$ cat config.mk
export PLATFORM = sky130hd
export DESIGN_NAME = spi_slave_flat
export DESIGN_NICKNAME = d
export VERILOG_FILES = /design/src/rtl/spi_pkg.sv /design/src/rtl/spi_slave_if.sv /design/src/rtl/spi_sync_edge.sv /design/src/rtl/spi_slave.sv /design/src/flat_wrapper.sv
export SDC_FILE = /design/constraint.sdc
export NUM_CORES = 1
export LEC_CHECK = 0
export BUFFER_PORTS_ARGS = -buffer_cell sky130_fd_sc_hd__buf_4
export CAP_MARGIN = 20
export CORE_MARGIN = 4
export CORE_UTILIZATION = 55
export DETAILED_ROUTE_END_ITERATION = 16
export MAX_ROUTING_LAYER = met4
export PLACE_DENSITY = 0.76
export SYNTH_ARGS = -nofsm -noshare
export SYNTH_HDL_FRONTEND = slang
export SYNTH_HIERARCHICAL = 1
export SYNTH_SLANG_ARGS = --single-unit
export TNS_END_PERCENT = 5
$ cat constraint.sdc
create_clock -name clk -period 4.3 [get_ports clk]
set_input_delay 0.215 -clock clk [delete_from_list [all_inputs] [get_ports clk]]
set_output_delay 0.215 -clock clk [all_outputs]
set_load 0.01 [all_outputs]
$ cat src/rtl/spi_pkg.sv
// Shared SPI definitions: frame state encoding, mode constants, default widths
// and the sclk edge-classification helpers used by both ends of the link.
package spi_pkg;

    typedef enum logic [1:0] {
        IDLE  = 2'd0,
        SHIFT = 2'd1,
        DONE  = 2'd2
    } spi_state_e;

    localparam logic CPOL_LOW   = 1'b0;
    localparam logic CPHA_LEAD  = 1'b0;

    localparam int DATA_DEF    = 8;
    localparam int COUNTER_DEF = 4;
    localparam int SYNC_DEF    = 2;

    // A leading edge moves sclk away from its idle level, a trailing edge returns to it.
    function automatic logic is_leading(input logic cpol, input logic level,
                                        input logic rise, input logic fall);
        return (rise | fall) & (level ^ cpol);
    endfunction

    function automatic logic is_trailing(input logic cpol, input logic level,
                                         input logic rise, input logic fall);
        return (rise | fall) & ~(level ^ cpol);
    endfunction

endpackage

$ cat src/rtl/spi_slave_if.sv
// Pin-side and client-side signal bundle of the SPI slave.
interface spi_slave_if #(
    parameter int data = 8
);
    logic            spe;
    logic            cpol;
    logic            cphase;
    logic            sclk;
    logic            ss;
    logic            mosi;
    logic            miso;
    logic            miso_oe;
    logic [data-1:0] s_wdata;
    logic            s_wr;
    logic            s_rd;
    logic [data-1:0] s_rdata;
    logic            RXF;
    logic            SPTEF;
    logic            TXC;
    logic            OVR;

    modport slave (
        input  spe, cpol, cphase, sclk, ss, mosi, s_wdata, s_wr, s_rd,
        output miso, miso_oe, s_rdata, RXF, SPTEF, TXC, OVR
    );

    modport master (
        output spe, cpol, cphase, sclk, ss, mosi, s_wdata, s_wr, s_rd,
        input  miso, miso_oe, s_rdata, RXF, SPTEF, TXC, OVR
    );
endinterface

$ cat src/rtl/spi_sync_edge.sv
// N-stage synchronizer for an asynchronous pin with single-cycle rise/fall pulses.
module spi_sync_edge #(
    parameter int   sync_stages = 2,
    parameter logic rst_val     = 1'b0
) (
    input  logic clk,
    input  logic preset,
    input  logic d,
    output logic q,
    output logic rise,
    output logic fall
);
    logic [sync_stages-1:0] sync_p;
    logic                   prev_p;

    always_ff @(posedge clk) begin
        if (preset) begin
            sync_p <= {sync_stages{rst_val}};
            prev_p <= rst_val;
        end else begin
            sync_p <= {sync_p[sync_stages-2:0], d};
            prev_p <= sync_p[sync_stages-1];
        end
    end

    assign q    = sync_p[sync_stages-1];
    assign rise = q & ~prev_p;
    assign fall = ~q & prev_p;
endmodule

$ cat src/rtl/spi_slave.sv
// Oversampled SPI slave: all four CPOL/CPHA modes, LSB-first words in both
// directions, TX holding register and RX word register towards a local client.
module spi_slave
    import spi_pkg::*;
#(
    parameter int data        = DATA_DEF,
    parameter int counter     = COUNTER_DEF,
    parameter int sync_stages = SYNC_DEF
) (
    input logic        clk,
    input logic        preset,
    spi_slave_if.slave bus
);
    localparam logic [counter-1:0] LAST_BIT = counter'(data);

    spi_state_e state, state_nxt;

    logic sclk_q, sclk_rise, sclk_fall;
    logic ss_q, ss_rise, ss_fall;
    logic [sync_stages-1:0] mosi_p;
    logic mosi_s;

    logic               cpol_r, cpha_r;
    logic [counter-1:0] cnt, cnt_inc;
    logic [data-1:0]    tx_sr, rx_sr, hold;
    logic               lead, trail, samp_edge, shft_edge;
    logic               load, sample, shift, commit;

    spi_sync_edge #(.sync_stages(sync_stages), .rst_val(1'b0)) u_sclk_sync (
        .clk(clk), .preset(preset), .d(bus.sclk),
        .q(sclk_q), .rise(sclk_rise), .fall(sclk_fall)
    );

    spi_sync_edge #(.sync_stages(sync_stages), .rst_val(1'b1)) u_ss_sync (
        .clk(clk), .preset(preset), .d(bus.ss),
        .q(ss_q), .rise(ss_rise), .fall(ss_fall)
    );

    // mosi has the same synchronizer depth as sclk so a sample pulse sees an equally aged bit
    assign mosi_s    = mosi_p[sync_stages-1];
    assign lead      = is_leading(cpol_r, sclk_q, sclk_rise, sclk_fall);
    assign trail     = is_trailing(cpol_r, sclk_q, sclk_rise, sclk_fall);
    assign samp_edge = cpha_r ? trail : lead;
    assign shft_edge = cpha_r ? lead : trail;
    assign cnt_inc   = cnt + 1'b1;

    always_ff @(posedge clk) begin
        if (preset) state <= IDLE;
        else        state <= state_nxt;
    end

    // A shift edge at count 0 is either the CPHA=1 "present bit 0" edge or the
    // trailing edge left over from the previous back-to-back frame: never shift there.
    always_comb begin
        state_nxt = state;
        load      = 1'b0;
        sample    = 1'b0;
        shift     = 1'b0;
        commit    = 1'b0;
        case (state)
            IDLE: begin
                if (ss_fall) begin
                    state_nxt = SHIFT;
                    load      = 1'b1;
                end
            end
            SHIFT: begin
                if (ss_rise) begin
                    state_nxt = IDLE;
                end else if (samp_edge) begin
                    sample = 1'b1;
                    if (cnt_inc == LAST_BIT) state_nxt = DONE;
                end else if (shft_edge && cnt != '0) begin
                    shift = 1'b1;
                end
            end
            DONE: begin
                commit = 1'b1;
                if (!ss_q) begin
                    state_nxt = SHIFT;
                    load      = 1'b1;
                end else begin
                    state_nxt = IDLE;
                end
            end
            default: state_nxt = IDLE;
        endcase
        if (!bus.spe) begin
            state_nxt = IDLE;
            load      = 1'b0;
            sample    = 1'b0;
            shift     = 1'b0;
            commit    = 1'b0;
        end
    end

    always_ff @(posedge clk) begin
        if (preset) begin
            cnt         <= '0;
            cpol_r      <= CPOL_LOW;
            cpha_r      <= CPHA_LEAD;
            bus.s_rdata <= '0;
            bus.RXF     <= 1'b0;
            bus.SPTEF   <= 1'b1;
            bus.TXC     <= 1'b0;
            bus.OVR     <= 1'b0;
            bus.miso    <= 1'b0;
            bus.miso_oe <= 1'b0;
        end else begin
            bus.TXC     <= commit;
            bus.miso_oe <= bus.spe && (state != IDLE);
            bus.miso    <= (bus.spe && state != IDLE) ? tx_sr[0] : 1'b0;

            if (load && state == IDLE) begin
                cpol_r <= bus.cpol;
                cphase_latch: cpha_r <= bus.cphase;
            end

            if (load)        cnt <= '0;
            else if (sample) cnt <= cnt_inc;

            if (bus.s_wr)  bus.SPTEF <= 1'b0;
            else if (load) bus.SPTEF <= 1'b1;

            // A read coinciding with the commit frees the register, so the new word lands
            if (commit && (!bus.RXF || bus.s_rd)) begin
                bus.s_rdata <= rx_sr;
                bus.RXF     <= 1'b1;
                if (bus.s_rd) bus.OVR <= 1'b0;
            end else if (commit) begin
                bus.OVR <= 1'b1;
            end else if (bus.s_rd) begin
                bus.RXF <= 1'b0;
                bus.OVR <= 1'b0;
            end
        end
    end

    always_ff @(posedge clk) begin
        mosi_p <= {mosi_p[sync_stages-2:0], bus.mosi};
        if (bus.s_wr) hold <= bus.s_wdata;
        if (load)       tx_sr <= bus.SPTEF ? '0 : hold;
        else if (shift) tx_sr <= {1'b0, tx_sr[data-1:1]};
        if (sample) rx_sr <= {mosi_s, rx_sr[data-1:1]};
    end
endmodule

$ cat src/flat_wrapper.sv
// flat-port wrapper written by rule: the top's interface ports become plain ports
module spi_slave_flat import spi_pkg::*;
#(
    parameter int data        = DATA_DEF,
    parameter int counter     = COUNTER_DEF,
    parameter int sync_stages = SYNC_DEF
)
  (clk, preset, bus_spe, bus_cpol, bus_cphase, bus_sclk, bus_ss, bus_mosi, bus_s_wdata, bus_s_wr, bus_s_rd, bus_miso, bus_miso_oe, bus_s_rdata, bus_RXF, bus_SPTEF, bus_TXC, bus_OVR);
  spi_slave_if #(.data(data)) bus_i ();
  input logic clk;
  input logic preset;
  input wire logic [$bits(bus_i.spe)-1:0] bus_spe;
  input wire logic [$bits(bus_i.cpol)-1:0] bus_cpol;
  input wire logic [$bits(bus_i.cphase)-1:0] bus_cphase;
  input wire logic [$bits(bus_i.sclk)-1:0] bus_sclk;
  input wire logic [$bits(bus_i.ss)-1:0] bus_ss;
  input wire logic [$bits(bus_i.mosi)-1:0] bus_mosi;
  input wire logic [$bits(bus_i.s_wdata)-1:0] bus_s_wdata;
  input wire logic [$bits(bus_i.s_wr)-1:0] bus_s_wr;
  input wire logic [$bits(bus_i.s_rd)-1:0] bus_s_rd;
  output wire logic [$bits(bus_i.miso)-1:0] bus_miso;
  output wire logic [$bits(bus_i.miso_oe)-1:0] bus_miso_oe;
  output wire logic [$bits(bus_i.s_rdata)-1:0] bus_s_rdata;
  output wire logic [$bits(bus_i.RXF)-1:0] bus_RXF;
  output wire logic [$bits(bus_i.SPTEF)-1:0] bus_SPTEF;
  output wire logic [$bits(bus_i.TXC)-1:0] bus_TXC;
  output wire logic [$bits(bus_i.OVR)-1:0] bus_OVR;
  assign bus_i.spe = bus_spe;
  assign bus_i.cpol = bus_cpol;
  assign bus_i.cphase = bus_cphase;
  assign bus_i.sclk = bus_sclk;
  assign bus_i.ss = bus_ss;
  assign bus_i.mosi = bus_mosi;
  assign bus_i.s_wdata = bus_s_wdata;
  assign bus_i.s_wr = bus_s_wr;
  assign bus_i.s_rd = bus_s_rd;
  assign bus_miso = bus_i.miso;
  assign bus_miso_oe = bus_i.miso_oe;
  assign bus_s_rdata = bus_i.s_rdata;
  assign bus_RXF = bus_i.RXF;
  assign bus_SPTEF = bus_i.SPTEF;
  assign bus_TXC = bus_i.TXC;
  assign bus_OVR = bus_i.OVR;
  spi_slave #(.data(data), .counter(counter), .sync_stages(sync_stages)) u_core (.clk(clk), .preset(preset), .bus(bus_i));
endmodule
==> results.toml <==
[clocking]
worst_skew_pair.late_latency_ns = 0.31
cts_setup_buffers = 0
cts-root-buf = "clkbuf_8"
cts.path.max_buffers = 2
cts_tree = "yes"
htree_num_levels = 2
cts_sinks = 54
numCtsBuffers = 5
clk_pin_slew_ns = 0.10

[die]
rows = 21
core_um2 = 3440
die_h_um = 68.5
io_pins = 32
die-width_um = 68.5
start_util_pct = 58.6
dieArea_um2 = 4700

[detailed_routing]
routed_wirelength_mm = 3.42
drcViolationCount = 0
firstDrtPassIters = 4
ant_nets = 0
vias = 1230
avgViaCountPerCell = 5.00
wl_per_cell_um = 13.9
first_iter_violations = 74

[worst_setup_path]
max_stage_delay_ns = 0.54
critPathKind = "register to register"
cp-end-kind = "register"
cp_top_family = "simple AND/OR/NAND/NOR gates"
path_cells = "nor2b_1 > nor3b_4 > nand2_1 > o31ai_1 > clkbuf_2"
slowest_stage = "o31ai_1"
critPathMaxFanout = 5
cp_num_buf_inv = 1
cp.arrival_ns = 2.05
required_ns = 4.31
worst_setup_path_start_kind = "register"

[synth]
synthSimpleGateAreaFrac_pct = 18.2
syn_area_per_cell_um2 = 12.4
yosys.area.top_type = "edfxtp_1"
synth_warnings = 6
synth_top_family_by_area = "simple AND/OR/NAND/NOR gates"
syn-num-nets = 182
synthAdderAreaFrac_pct = 1.24
synthDistinctLibCells = 34
synthMuxAreaShare_pct = 4.47
synth_compound_area_share_pct = 6.52
synth_cells = 162
synth_top_area_share_pct = 35.8
netlist_area_um2 = 2020
synth-xor-area-share_pct = 2.55
ys_ff_latch = 54
seq_area_frac_synth_pct = 65.5
ys_top_cells_by_area = "edfxtp_1, dfxtp_1, mux2i_1"

[global_route]
grtUsageTotal_pct = 17.5
grt_pass1_wl_mm = 5.69
grt_pass1_vias = 1300
overflow = 0
antenna_found_initial = 0
grt_max_degree = 23

[power]
totalPowerFinal_mw = 0.922
power-per-cell-area_nw_per_um2 = 381
leakagePower_nw = 0.912
vdd_ir_drop_max_uv = 252

[timing]
period_needed_ns = 2.03
slew_headroom_pct = 38.4
fin_crit_sh_pct = 47.3
setup_viol = 0
timing.fmax_ghz = 0.492
timing.hold.ws_ns = 0.0708
hold_viol_final = 0
setup_tns_ns = 0
skew_ns = 0.0116
final_max_slew_viol_count = 0
rsz0062_at_grt = "false"
tightest_slew_ns = 0.922

[final_layout]
fill_cells = 269
register_area_um2 = 1320
final_area_um2 = 2420
num_antenna_cells = 0
fin_nets = 219
drive_gt1_share_pct = 22.0
syn2layout_area_growth_pct = 20.0
multiInputGateArea_um2 = 666

[outcome]
outcome = "finished clean"

[run]
maxCapViolations = 0

[placement]
dp_hpwl_mm = 2.46
placed_cell_area_um2 = 2290
globalplace.congestion = 0.737
port_buffers = 31

[worst_hold_path]
holdCritPathClass = "primary input to register"
-- logic make-up after synthesis --
logic type / count (synthesis)
DFF: 54
AOI/OAI and AO/OA: 21
muxes: 9
buffers and inverters: 7
and+or+nand+nor: 65
xor gates and xnor gates: 4
adders and majority gates: 2
-- cell type report --
class | instances | area share, %
flip-flops and latches | 54 | 54.6
multi-input cells | 101 | 27.5
inverters | 4 | 0.621
well taps | 46 | 2.38
clock inverters | 2 | 1.60
repair buffers | 33 | 10.2
clock buffers | 6 | 3.00
-- sequential cells by signal, summed over array words and instances, names as in the netlist, 2 cells and up --
register	cells
u_core/mosi_p	2
u_core/u_ss_sync/sync_p	2
u_core/cnt	4
u_core/rx_sr	8
u_core/state	2
u_core/tx_sr	8
u_core/bus.s_rdata	8
u_core/hold	8
u_core/u_sclk_sync/sync_p	2
-- report_power, final --
part	total (mW)	internal (mW)	switching, mW	leakage (nW)
registers	0.551	0.546	0.00545	0.467
logic	0.0383	0.0210	0.0173	0.389
clock network	0.333	0.175	0.158	0.0554
total	0.922	0.742	0.181	0.912
-- per-stage QoR --
stage	util, %	setup slack [ns]	instances
floorplan	-	2.38	162
global placement	66.6	2.22	236
detailed placement	66.6	2.05	236
CTS	70.1	2.08	245
global route	70.3	2.18	246
finish	70.3	2.27	246
-- per-layer routing --
metal | up-vias | part of all wire, % | GRT usage (%)
met2 | 32 | 51 | 29.7
li1 | 631 | - | -
met5 | - | 0 | -
met3 | 8 | 5.9 | 5.19
met4 | 0 | 2.1 | 8.93
met1 | 559 | 41 | 18.4
-- cell usage after synthesis --
cell,n
a2111oi_2,1
a21o_1,1
a21oi_1,3
a21oi_2,1
and2_1,1
and2b_1,1
buf_2,2
clkbuf_1,1
dfxtp_1,30
edfxtp_1,24
ha_1,2
inv_1,4
mux2i_1,9
nand2_1,10
nand2b_1,13
nand3_1,1
nand3_4,1
nand3b_1,1
nand4_1,2
nor2_1,17
nor2b_1,9
nor3_1,1
nor3b_1,2
nor3b_4,1
nor4b_1,1
o21a_1,1
o21ai_0,11
o21bai_1,1
o31ai_1,2
or2_1,3
or3_1,1
xnor2_1,2
xor2_1,1
xor3_2,1
-- placed cells by master (no fill, tap or decap), types with 4 or more instances in the layout --
cell,instances
dfxtp_1,30
edfxtp_1,24
clkbuf_8,5
o21ai_0,11
buf_4,31
nand2b_1,13
nor2b_1,9
nand2_1,10
mux2i_1,9
nor2_1,17
inv_1,4
-- what timing repair did --
item / in CTS / in global routing
hold buffers: 1 / 0
gates resized for setup: 0 / 0
endpoints found under the hold margin: 1 / 0
-- final timing paths --
check                                           startpoint               end  slack, ns  cells past startpoint
worst max-delay path            u_core/u_ss_sync/sync_p[1]   u_core/tx_sr[2]       2.27                      5
worst min-delay path                        bus_s_wdata[5]    u_core/hold[5]       0.07                      1
worst max register to register  u_core/u_ss_sync/sync_p[1]   u_core/tx_sr[2]       2.27                      5
worst min register to register            u_core/mosi_p[0]  u_core/mosi_p[1]       0.35                      0
Note: power is estimated with default switching activity, not from simulation.
